$ cat config.mk
export PLATFORM = sky130hd
export DESIGN_NAME = cnn_window_gen
export DESIGN_NICKNAME = d
export VERILOG_FILES = /design/src/rtl/cnn_pkg.sv /design/src/rtl/cnn_line_buf.sv /design/src/rtl/cnn_window_gen.sv
export SDC_FILE = /design/constraint.sdc
export NUM_CORES = 1
export LEC_CHECK = 0
export CORE_ASPECT_RATIO = 0.9
export CORE_UTILIZATION = 35
export CTS_CLUSTER_DIAMETER = 120
export DETAILED_ROUTE_END_ITERATION = 16
export PLACE_DENSITY = 0.55
export SLEW_MARGIN = 40
export SYNTH_ARGS = -nofsm -noshare
export SYNTH_HDL_FRONTEND = slang
export SYNTH_HIERARCHICAL = 1
export SYNTH_SLANG_ARGS = --single-unit
$ cat constraint.sdc
create_clock -name clk -period 7.3 [get_ports clk]
set_input_delay 2.19 -clock clk [delete_from_list [all_inputs] [get_ports clk]]
set_output_delay 2.19 -clock clk [all_outputs]
set_load 0.01 [all_outputs]
$ cat src/rtl/cnn_pkg.sv
// Shared CNN cell-array types: pixel width and signed pixel type.
package cnn_pkg;

    localparam int unsigned WIDTH = 9;

    typedef logic signed [WIDTH-1:0] cnn_pix_t;

endpackage : cnn_pkg

$ cat src/rtl/cnn_line_buf.sv
// Fixed-depth shift delay line: dout is the sample shifted in DEPTH enables ago.
module cnn_line_buf
    import cnn_pkg::*;
#(
    parameter int unsigned DEPTH = 8
) (
    input  logic                    clk,
    input  logic                    rst,
    input  logic                    en,
    input  logic signed [WIDTH-1:0] din,
    output logic signed [WIDTH-1:0] dout
);

    cnn_pix_t [DEPTH-1:0] mem_q;
    cnn_pix_t [DEPTH-1:0] mem_d;

    // Shift one position towards the output on every enable.
    always_comb begin
        mem_d = mem_q;
        if (en) begin
            mem_d = {mem_q[DEPTH-2:0], din};
        end
    end

    // Delay-line storage.
    always_ff @(posedge clk or posedge rst) begin
        if (rst) begin
            mem_q <= '0;
        end else begin
            mem_q <= mem_d;
        end
    end

    assign dout = mem_q[DEPTH-1];

endmodule : cnn_line_buf

$ cat src/rtl/cnn_window_gen.sv
// Streaming 3x3 window generator with fixed-boundary padding for the CNN cell array.
module cnn_window_gen
    import cnn_pkg::*;
#(
    parameter int unsigned IMG_W = 8,
    parameter int unsigned IMG_H = 8,
    parameter cnn_pix_t    BOUND = '0
) (
    input  logic                    clk,
    input  logic                    rst,
    input  logic signed [WIDTH-1:0] in_data,
    input  logic                    in_valid,
    output logic                    in_ready,
    output logic signed [WIDTH-1:0] w1,
    output logic signed [WIDTH-1:0] w2,
    output logic signed [WIDTH-1:0] w3,
    output logic signed [WIDTH-1:0] w4,
    output logic signed [WIDTH-1:0] w5,
    output logic signed [WIDTH-1:0] w6,
    output logic signed [WIDTH-1:0] w7,
    output logic signed [WIDTH-1:0] w8,
    output logic signed [WIDTH-1:0] w9,
    output logic                    out_valid,
    input  logic                    out_ready,
    output logic                    out_last
);

    localparam int unsigned N      = IMG_W * IMG_H;
    localparam int unsigned P_LAST = N + IMG_W;
    localparam int unsigned PW     = $clog2(P_LAST + 1);
    localparam int unsigned CW     = $clog2(IMG_W);
    localparam int unsigned RW     = $clog2(IMG_H);

    typedef enum logic [1:0] {
        S_FILL,
        S_RUN,
        S_FLUSH
    } state_e;

    state_e               state_q, state_d;
    logic [PW-1:0]        p_q, p_d;
    logic [RW-1:0]        rc_q, rc_d;
    logic [CW-1:0]        cc_q, cc_d;
    cnn_pix_t [0:2][0:2]  win_q, win_d;
    cnn_pix_t [0:2][0:2]  out_win_q, out_win_d;
    logic                 out_valid_q, out_valid_d;
    logic                 out_last_q, out_last_d;

    logic                 adv;
    logic                 emit;
    logic                 out_free;
    cnn_pix_t             new_pix;
    cnn_pix_t             lb1_out;
    cnn_pix_t             lb2_out;

    // Line buffer 1 delays the stream by one row, line buffer 2 by a second row.
    cnn_line_buf #(.DEPTH(IMG_W)) u_lb1 (
        .clk  (clk),
        .rst  (rst),
        .en   (adv),
        .din  (new_pix),
        .dout (lb1_out)
    );

    cnn_line_buf #(.DEPTH(IMG_W)) u_lb2 (
        .clk  (clk),
        .rst  (rst),
        .en   (adv),
        .din  (lb1_out),
        .dout (lb2_out)
    );

    // Advance control, window shift, boundary masking and output register load.
    always_comb begin
        state_d     = state_q;
        p_d         = p_q;
        rc_d        = rc_q;
        cc_d        = cc_q;
        win_d       = win_q;
        out_win_d   = out_win_q;
        out_valid_d = out_valid_q;
        out_last_d  = out_last_q;
        out_free    = !out_valid_q || out_ready;
        in_ready    = 1'b0;
        adv         = 1'b0;
        emit        = 1'b0;
        new_pix     = BOUND;

        case (state_q)
            S_FILL: begin
                in_ready = 1'b1;
                adv      = in_valid;
                new_pix  = in_data;
                if (adv && p_q == PW'(IMG_W)) begin
                    state_d = S_RUN;
                end
            end
            S_RUN: begin
                in_ready = out_free;
                adv      = in_valid && out_free;
                emit     = adv;
                new_pix  = in_data;
                if (adv && p_q == PW'(N - 1)) begin
                    state_d = S_FLUSH;
                end
            end
            S_FLUSH: begin
                adv  = out_free;
                emit = adv;
                if (adv && p_q == PW'(P_LAST)) begin
                    state_d = S_FILL;
                end
            end
            default: begin
                state_d = S_FILL;
            end
        endcase

        if (out_valid_q && out_ready) begin
            out_valid_d = 1'b0;
        end

        if (adv) begin
            for (int i = 0; i < 3; i++) begin
                win_d[i][0] = win_q[i][1];
                win_d[i][1] = win_q[i][2];
            end
            win_d[0][2] = lb2_out;
            win_d[1][2] = lb1_out;
            win_d[2][2] = new_pix;
            if (state_q == S_FLUSH && p_q == PW'(P_LAST)) begin
                p_d = '0;
            end else begin
                p_d = p_q + PW'(1);
            end
        end

        if (emit) begin
            // Out-of-image neighbours take BOUND, which also hides stale line-buffer data.
            for (int i = 0; i < 3; i++) begin
                for (int j = 0; j < 3; j++) begin
                    if ((j == 0 && cc_q == CW'(0)) ||
                        (j == 2 && cc_q == CW'(IMG_W - 1)) ||
                        (i == 0 && rc_q == RW'(0)) ||
                        (i == 2 && rc_q == RW'(IMG_H - 1))) begin
                        out_win_d[i][j] = BOUND;
                    end else begin
                        out_win_d[i][j] = win_d[i][j];
                    end
                end
            end
            out_valid_d = 1'b1;
            out_last_d  = (rc_q == RW'(IMG_H - 1)) && (cc_q == CW'(IMG_W - 1));
            if (cc_q == CW'(IMG_W - 1)) begin
                cc_d = '0;
                if (rc_q == RW'(IMG_H - 1)) begin
                    rc_d = '0;
                end else begin
                    rc_d = rc_q + RW'(1);
                end
            end else begin
                cc_d = cc_q + CW'(1);
            end
        end
    end

    // State, counters, window array and output register.
    always_ff @(posedge clk or posedge rst) begin
        if (rst) begin
            state_q     <= S_FILL;
            p_q         <= '0;
            rc_q        <= '0;
            cc_q        <= '0;
            win_q       <= '0;
            out_win_q   <= '0;
            out_valid_q <= 1'b0;
            out_last_q  <= 1'b0;
        end else begin
            state_q     <= state_d;
            p_q         <= p_d;
            rc_q        <= rc_d;
            cc_q        <= cc_d;
            win_q       <= win_d;
            out_win_q   <= out_win_d;
            out_valid_q <= out_valid_d;
            out_last_q  <= out_last_d;
        end
    end

    assign w1        = out_win_q[0][0];
    assign w2        = out_win_q[0][1];
    assign w3        = out_win_q[0][2];
    assign w4        = out_win_q[1][0];
    assign w5        = out_win_q[1][1];
    assign w6        = out_win_q[1][2];
    assign w7        = out_win_q[2][0];
    assign w8        = out_win_q[2][1];
    assign w9        = out_win_q[2][2];
    assign out_valid = out_valid_q;
    assign out_last  = out_last_q;

endmodule : cnn_window_gen

# Word-level counts from Yosys, hierarchy flattened

Cells that the tools add are included.

Multiplexer cells: 22
Reductions and logical operators: 20
Eq/ne operators: 10
$add $sub $neg: 3

Operator list:

| cell                                                                   | number |
|---|---|
| 81-bit 2-to-1 mux                                                      | 1 |
| 9-bit 2-to-1 mux                                                       | 9 |
| 7-bit by 1-bit adder with 7-bit output (second input constant)         | 1 |
| 7-bit by 4-bit equality test with 1-bit output (second input constant) | 1 |
| 7-bit by 6-bit equality test with 1-bit output (second input constant) | 1 |
| 7-bit equality test (second input constant)                            | 1 |
| 1-bit logical AND                                                      | 7 |
| 7-bit 2-to-1 mux                                                       | 1 |
| 3-bit by 1-bit adder with 3-bit output (second input constant)         | 2 |
| 3-bit equality test (second input constant)                            | 2 |
| 3-bit zero test                                                        | 2 |
| 2-bit 2-to-1 mux                                                       | 3 |
| 3-bit 2-to-1 mux                                                       | 2 |
| 2-bit != test (second input constant)                                  | 3 |
| 2-bit case mux with 3 select lines                                     | 1 |
| 1-bit logical OR                                                       | 5 |
| 1-bit case mux with 2 select lines                                     | 2 |
| 1-bit case mux with 3 select lines                                     | 1 |
| 3-bit AND reduction                                                    | 1 |
| 2-bit by 1-bit equality test with 1-bit output (second input constant) | 1 |
| 2-bit equality test (second input constant)                            | 1 |
| 2-bit zero test                                                        | 1 |
| 1-bit 2-to-1 mux                                                       | 2 |
| 2-bit AND reduction                                                    | 1 |
| other kinds (3)                                                        | 3 |

Input bits: 13
Output and inout bits: 84
Register bits after elaboration: 323
Word-level logic and storage cells: 95

# Longest topological paths before layout

Gate-level depths: netlist of the first run.

Depth after elaboration: 6
Depth in mapped cells: 12
Gate-level depth less buffers: 8

# Cells and area by module

Netlist of the first run, hierarchy kept.

By module, submodules not included:

| module         | cells each | instances | area an instance (µm²) | seq. area each (µm²) |
|---|---|---|---|---|
| cnn_window_gen | 499        | 1         | 7068.0                 | 4479.3 |
| cnn_line_buf   | 162        | 2         | 3098.0                 | 1801.7 |

# Worst setup path after synthesis of the first run

OpenSTA, ideal clock, no wires.

Path kind: input port to output port
Start: input port out_ready
End: output port in_ready
Arrival time: 2597 ps
Cell stages on the path: 2
Required time: 5110 ps
Setup slack: 2513 ps
Cell sequence: nand2b_1 > a21o_1

Longest elaborated chain between the ends: 2

Ends and longest elaborated chain:

| element                            | RTL line             | source |
|---|---|---|
| start, declared                    | cnn_window_gen.sv:24 | `input logic out_ready,` |
| 1-bit logical OR                   | cnn_window_gen.sv:83 | `out_free = !out_valid_q \|\| out_ready;` |
| 1-bit case mux with 2 select lines | cnn_window_gen.sv:89 | `case (state_q)` |
| end, declared                      | cnn_window_gen.sv:13 | `output logic in_ready,` |

Every way passes these cells.

# Worst setup path after layout of the first run

Ends and elaborated chain as after synthesis.

==> metrics.txt, run 1 <==
first-pass GRT wire length=41.2 mm; min-delay worst type=register to register; FF-to-FF path depth=12; num rows=67; hpwl dp=15.3 mm; CTS max path bufs=3; Root Driver=clkbuf_16; Vias=6688; maximum number of pins on one net before global-route repair=127; Post-synth ARST share=1.00; Post-CTS Resized=0; peak supply drop=0.251 mV; DRT Pass-1 Iters=4; most frequent cells in the layout=dfrtp_1 (323), mux2_4 (144), clkdlybuf4s50_1 (96), mux2_2 (85), a22o_1 (45); clock skew=0.00956 ns; area leader, netlist=dfrtp_1; setup TNS=0 ns; ant diodes=0; clock-pin slew of the registers on the worst-case setup and hold paths=0.06 ns; Final setup viols=0; number of global-route vias before repair=7292; ratio of final minimum period to clock period=0.783; share of the synthesized area in the top cell type=0.609; CTS tree=done; reg2reg start=state_q[1]; Post-CTS Hold Buffers=0; unrepaired setup endpoints after global routing=no; total CTS buffers=34; R2R setup slack=3.89 ns; Most used DFF post-synth=dfrtp_1; CP arrival=3.52 ns; Worst Tran Pin Value=0.806 ns; Post-DRT Antenna Nets=0; H-tree Lvls=2; Area Growth Syn to Fin=17.4%; clk sink count=323; Die W=207 um; Routed WL=25.0 mm; dpl ws=1.57 ns; # nets final=930; EDFF count, synth=0; Netlist Area Pre-Place=13300 um2; worst hold stages=2; critical path launch point type=primary input; outcome=completed; headroom to the max-slew limit=0.461; HP Start=win_q[46]; commonest non-fill, non-tap cell in the layout=dfrtp_1; Synth cell types=42; detailed-route DRC error count=0; critical path capture point type=output port; Cells after Synth=823; Mean Syn Cell Area=16.1 um2; top cells by area, synth=dfrtp_1 (61%), mux2_4 (16%), mux2_2 (7.2%); worst skew pair latency=0.51 ns; antenna violations before repair=0; PwrDens=533 nW/um2; Req. time, crit path=5.11 ns; Syn Nets=849; CORE AREA=37300 um2; 1st-iter DRT viols=274; crit path max fanout=5; die height=187 um; Worst Hold Path EP=win_q[46]; Ys Warns=6; All-Layer GR Usage=0.132; wire length per cell=17.8 um; full die area=38700 um2; grt total ovfl=0; DR vias/cell=4.75; Max Clk Rate=175 MHz; post-CTS setup buffer count=0; Critical R2R Capture=w6[0]; # IOs=97; Port Buf Inserts=96; register area share after synthesis=0.609; critical path class=primary input to output port; Max Transition Viols Final=0; max cap viols=0; RePlAce Congestion=0.742; #FFs+latches synth=323; Starting Density=0.356; worst setup margin=1.59 ns; layout cells sized above 1=0.334; minimum clock period=5.71 ns; total leakage power=7.25 nW; Final Hold Fails=0
==> worst max-delay path, cell delays in order <==
cell             delay [ns]
clkdlybuf4s50_1        0.47
nand2b_1               0.20
a21o_1                 0.14
clkdlybuf4s50_1        0.52
==> layer usage <==
| layer | share of wire | up-vias | global-route usage |
|---|---|---|---|
| li1 | - | 3055 | - |
| met1 | 0.49 | 3467 | 0.186 |
| met2 | 0.43 | 131 | 0.198 |
| met3 | 0.061 | 35 | 0.0384 |
| met4 | 0.017 | 0 | 0.0376 |
| met5 | 0 | - | 0 |
==> registers in the layout (all words and copies together) (netlist names) <==
| register | flops |
|---|---|
| state_q | 2 |
| w4 | 9 |
| u_lb1/dout | 9 |
| out_last | 1 |
| p_q | 7 |
| w3 | 9 |
| win_q | 81 |
| w1 | 9 |
| out_valid | 1 |
| w6 | 9 |
| w5 | 9 |
| u_lb1/mem_q | 63 |
| u_lb2/mem_q | 63 |
| rc_q | 3 |
| w7 | 9 |
| w2 | 9 |
| w9 | 9 |
| u_lb2/dout | 9 |
| w8 | 9 |
| cc_q | 3 |
==> area by class of cell <==
type                       count  area [um2]
sequential                   323        8080
timing repair buffer         107        1100
fill                        3354       21700
multi-input combinational    413        4500
tap                          483         604
clock buffer                  54        1070
clock inverter                 4        95.1
inverter                      25         120
==> cell usage after synthesis (all sizes together) (9+ instances only) <==
| cell | number |
|---|---|
| a22o | 45 |
| a31o | 9 |
| a32o | 9 |
| and2 | 11 |
| buf | 48 |
| clkbuf | 14 |
| dfrtp | 323 |
| ha | 13 |
| inv | 25 |
| mux2 | 229 |
| mux2i | 10 |
| nand2 | 20 |
| nor2b | 11 |
| o21ai | 17 |
==> cell families (layout without fill, tap and decap cells) <==
| family | Yosys count | in the layout | synth area share |
|---|---|---|---|
| AO/OA/AOI/OAI | 94 | 94 | 0.0564 |
| XOR/XNOR | 1 | 1 | 0.000660 |
| flip-flops | 323 | 323 | 0.609 |
| adder cells (fa/ha/maj) | 13 | 13 | 0.0123 |
| buffers and inverters | 87 | 190 | 0.0522 |
| AND/OR/NAND/NOR | 66 | 66 | 0.0264 |
| multiplexers | 239 | 239 | 0.243 |
==> how the worst max path moves through the flow <==
stage / startpoint / endpoint / slack [ns] / cells past startpoint
after global routing: out_ready / in_ready / 1.49 / 4
after floorplan: rst / cc_q[0] / 0.25 / 1
after global placement: out_ready / in_ready / 1.59 / 4
after detailed placement: out_ready / in_ready / 1.57 / 4
after CTS: out_ready / in_ready / 1.57 / 4
final: out_ready / in_ready / 1.59 / 4
==> power breakdown <==
group          switching (mW)  leakage [nW]  total (mW)  internal, mW
logic                    1.37          2.65        3.39          2.02
registers               0.491          4.03        3.13          2.64
clock network           0.680         0.570        1.79          1.11
==> through the flow <==
step	util	instance area, um2	total power [mW]	hold slack (ns)	std cells
finish	0.418	15600	8.31	0.479	1409
global route	0.418	15600	8.83	0.501	1409
CTS	0.417	15600	8.44	0.487	1409
detailed placement	0.386	14400	6.59	0.471	1351
global placement	0.384	14300	6.49	0.466	1349
floorplan	-	13300	5.94	0.445	823
(Power assumes the default switching activity.)
==> run 2: changes to the inputs <==
==> constraint.sdc (replaced) <==
create_clock -name clk -period 5 [get_ports clk]
set_input_delay 1.5 -clock clk [delete_from_list [all_inputs] [get_ports clk]]
set_output_delay 1.5 -clock clk [all_outputs]
set_load 0.01 [all_outputs]
==> metrics.txt, run 2 (synthesis gave the netlist of run 1 again) <==
crit-path cells=clkdlybuf4s50_1 -> nand2b_1 -> a21o_1 -> clkdlybuf4s50_1 (unchanged); layout cells sized above 1=0.337 (was 0.334); Max Transition Viols Final=0 (unchanged); crit path max fanout=5 (unchanged); clk sink count=323 (unchanged); Starting Density=0.356 (unchanged); post-CTS setup buffer count=0 (unchanged); Routed WL=24.9 mm (was 25.0 mm); Post-CTS Hold Buffers=0 (unchanged); max reg flops=81 (unchanged); CTS max path bufs=3 (unchanged); RePlAce Congestion=0.756 (was 0.742); Worst Hold Path EP=out_last (was win_q[46]); critical path capture point type=output port (unchanged); most frequent CP cell=clkdlybuf4s50_1 (unchanged); critical path class=primary input to output port (unchanged); headroom to the max-slew limit=0.477 (was 0.461); die height=187 um (unchanged); Vias=6576 (was 6688); # IOs=97 (unchanged); num rows=67 (unchanged); FF-to-FF path depth=9 (was 12); ant diodes=0 (unchanged); Max Clk Rate=230 MHz; # nets final=935 (was 930); Worst path max stage delay=0.53 ns (was 0.52 ns); DRT Pass-1 Iters=6 (was 4); detailed-route DRC error count=0 (unchanged); clock-pin slew of the registers on the worst-case setup and hold paths=0.06 ns (about the same); Final setup viols=0 (unchanged); total leakage power=7.26 nW (was 7.25 nW); post-layout instance area=15600 um2 (about the same); first-pass GRT wire length=40.9 mm (was 41.2 mm); worst hold stages=2 (unchanged); R2R setup slack=2.34 ns (was 3.89 ns); critical path launch point type=primary input (unchanged); Critical R2R Capture=w9[1] (was w6[0]); CTS tree=done (unchanged); reg2reg start=state_q[1] (unchanged); grt total ovfl=0 (unchanged); full die area=38700 um2 (unchanged); number of global-route vias before repair=7101 (was 7292); worst skew pair latency=0.52 ns (was 0.51 ns); largest register by flop count=win_q (unchanged); Root Driver=clkbuf_16 (unchanged); All-Layer GR Usage=0.133 (was 0.132); Worst Tran Pin Value=0.782 ns (was 0.806 ns); Area after DPL=14400 um2 (about the same); Req. time, crit path=3.50 ns (was 5.11 ns); CP max-delay cell=clkdlybuf4s50_1 (unchanged); Die W=207 um (unchanged); min-delay worst type=register to register (unchanged); hpwl dp=15.6 mm (was 15.3 mm); Port Buf Inserts=96 (unchanged); clock skew=0.0212 ns (was 0.00956 ns); post-layout util=0.417 (was 0.418); wire length per cell=17.6 um (was 17.8 um); CP arrival=2.85 ns (was 3.52 ns); outcome=completed (unchanged); antenna violations before repair=0 (unchanged); peak supply drop=0.470 mV (was 0.251 mV); setup TNS=0 ns (unchanged); PwrDens=775 nW/um2 (was 533 nW/um2); minimum clock period=4.35 ns; CORE AREA=37300 um2 (unchanged); final hold slack=0.474 ns (was 0.479 ns); most frequent cells in the layout=dfrtp_1 (323), mux2_4 (144), clkdlybuf4s50_1 (96), mux2_2 (85), a22o_1 (45) (unchanged); post-route non-filler standard cell count=1416 (was 1409); 1st-iter DRT viols=322 (was 274); maximum number of pins on one net before global-route repair=78 (was 127); commonest non-fill, non-tap cell in the layout=dfrtp_1 (unchanged); HP Start=out_last (was win_q[46]); unrepaired setup endpoints after global routing=no (unchanged); ratio of final minimum period to clock period=0.871; max cap viols=0 (unchanged); Post-DRT Antenna Nets=0 (unchanged); Cells after DPL=1356 (was 1351); Post-CTS Resized=0 (unchanged); Area Growth Syn to Fin=17.4% (about the same); DR vias/cell=4.64 (was 4.75); top flop regs=win_q (81), u_lb1/mem_q (63), u_lb2/mem_q (63) (unchanged); H-tree Lvls=2 (unchanged); total CTS buffers=34 (unchanged); Final Hold Fails=0 (unchanged)
-- run 2: cell types whose count changed in the layout (fill, tap and decap cells not counted), moves of 2 or more --
cell,change
buf_12,+2
buf_16,-2
buf_4,+4
clkbuf_16,-2
-- run 2: worst max path at each step --
stage	from	endpoint	slack, ns
floorplan	rst	cc_q[0]	1.21
global route	out_ready	in_ready	0.61
CTS	out_ready	in_ready	0.64
detailed placement	out_ready	in_ready	0.65
global placement	out_ready	in_ready	0.66
finish	out_ready	in_ready	0.65
-- run 2: through the flow --
step	setup slack (ns)	power, mW
2_1_floorplan	1.21	8.67
3_3_place_gp	0.659	9.50
3_5_place_dp	0.647	9.60
4_1_cts	0.642	12.3
5_1_grt	0.606	12.8
6_report	0.647	12.1
-- run 2: critical path, delay by kind of cell --
family | cells | cell delay (ns)
AND/OR/NAND/NOR | 1 | 0.21
AO/OA/AOI/OAI | 1 | 0.15
buffers and inverters | 2 | 1.00
-- run 2: where the power goes --
part / total [mW] / switching [mW] / internal [mW]
clock: 2.57 / 0.992 / 1.58
combinational: 4.92 / 1.99 / 2.93
sequential: 4.57 / 0.718 / 3.86
total: 12.1 / 3.70 / 8.36
-- run 2: per-layer routing --
metal,vias to the layer above,global-route usage,share of wire
li1,3078,-,-
met3,43,0.0369,0.054
met4,0,0.0396,0.019
met2,122,0.192,0.43
met5,-,0,0
met1,3333,0.194,0.50
-- run 2: cell type report --
type,instances,area [um2]
well taps,483,604
repair buffers,112,1130
multi-input cells,413,4500
fillers,3382,21700
inverters,25,111
clock inverters,6,109
flip-flops and latches,323,8080
clock buffers,54,1040
==> edit: new RTL, settings of run 1 <==
Reset style: synchronous (`rst`), changed in 2 clocked blocks.
--- a/src/rtl/cnn_line_buf.sv
+++ b/src/rtl/cnn_line_buf.sv
@@ -24,5 +24,5 @@
 
     // Delay-line storage.
-    always_ff @(posedge clk or posedge rst) begin
+    always_ff @(posedge clk) begin
         if (rst) begin
             mem_q <= '0;
--- a/src/rtl/cnn_window_gen.sv
+++ b/src/rtl/cnn_window_gen.sv
@@ -166,5 +166,5 @@
 
     // State, counters, window array and output register.
-    always_ff @(posedge clk or posedge rst) begin
+    always_ff @(posedge clk) begin
         if (rst) begin
             state_q     <= S_FILL;
Check against the original RTL: no difference found for any inputs over 10 cycles, from zero or initial values and one cycle with rst high; that may be too few to reach the edited logic, so the function may still have changed.
==> edit against run 1 <==
Worst setup slack lost 0.0097 ns. Synthesized area shrank 11%. Final cell count grew 18%. Clock skew grew 0.0093 ns. Critical path depth grew 1. Maximum frequency shrank 0.17%. Utilization grew 0.51 points. Critical path type unchanged. Routed wire length shrank 2.7%. Design area shrank 10%. Sequential cell count is the same.
Power is not compared: it rests on default switching activity, and its combinational part moved more than twofold at a synthesized area within 25%.
==> edit: results (changes against run 1) <==
* Outcome: finished clean
* Post-place setup slack at 1.58 ns (+0.00853 ns)
* Commonest cells post-synth: 323 x dfxtp_1, 229 x nor2_1, 226 x mux2i_1, 106 x nand2_1, 39 x o21ai_0
* Worst EP arrival at 3.53 ns (about the same)
* Via/cell ratio at 4.67 (-1.6%)
* Dpl cells at 1604 (+19%)
* Reg-to-reg slack, setup at 4.20 ns (+0.31 ns)
* Syn Nets at 1193 (+41%)
* Synth area leaders: dfxtp_1 55%, mux2i_1 19%, nor2_1 7.3%, nand2_1 3.4%, buf_8 1.8%
* Worst Clk Skew at 0.0189 ns (+0.00932 ns)
* Final GP Congestion at 0.777 (+4.6%)
* RR Startpoint: state_q[1]
* Layout cells sized above 1 at 6.74% (-27 points)
* Routed via count at 7794 (+17%)
* Post-route clock period utilization at 78.4% (+0.13 points)
* Initial DRC count at 477 (+74%)
* Placed Area at 12800 um^2 (-11%)
* Post-synthesis sequential area ratio at 54.7% (-6.2 points)
* Post-synth cell types at 46 (+9.5%)
* Max-slew headroom at 47.4% (+1.2 points)
* Min-delay src: w7[8]
* First-pass GRT wire length at 39400 um (-4.5%)
* Reg2reg end: p_q[2]
* Seq. cell area at 6470 um^2 (-20%)
* Post-synth ARST share at 0% (-100 points)
-- edit: changes by cell type after synthesis, sizes merged, moves of 86 or more --
cell / delta
nor2: +225
dfxtp: +323
mux2: -229
nand2: +86
mux2i: +216
dfrtp: -323
-- edit: critical path: cells and delay by family --
family                 cells  cell delay [ns]
buffers and inverters      2             1.00
AND/OR/NAND/NOR            3             0.34
-- edit: layer usage --
layer  vias up  routed length, um  track usage [%]
met4         0                360             3.94
met2        89              10700             21.5
met5         -                  0                0
met3        32                770             3.09
met1      3676              12600             20.1
li1       3997                  -                -
-- edit: how the worst max path moves through the flow --
stage | startpoint | endpoint | cells past startpoint
3_3_place_gp | out_ready | in_ready | 5
2_1_floorplan | out_ready | in_ready | 3
3_5_place_dp | out_ready | in_ready | 5
6_report | out_ready | in_ready | 5
4_1_cts | out_ready | in_ready | 5
5_1_grt | out_ready | in_ready | 5
-- edit: report_power, final --
group / switching, mW / internal [mW] / total (mW) / leakage, nW
registers: 0.00800 / 1.78 / 1.78 / 2.61
logic: 0.0791 / 0.0460 / 0.125 / 2.41
clock network: 0.705 / 1.11 / 1.81 / 0.602
-- edit: area by class of cell --
cell class / instances / share of cell area, %
flip-flops and latches: 323 / 46.2
inverters: 11 / 0.349
well taps: 422 / 3.77
repair buffers: 104 / 7.39
multi-input cells: 744 / 33.6
clock buffers: 48 / 7.41
clock inverters: 17 / 1.26
-- edit: kinds of logic (layout without fill, tap and decap cells) --
group	count (synthesis)	count (layout)	share of synthesized area, %
AOI/OAI and AO/OA	119	119	5.58
adders and majority gates	13	13	1.38
buffers and inverters	100	180	5.59
DFF	323	323	54.7
muxes	226	226	19.2
and+or+nand+nor	386	386	13.5
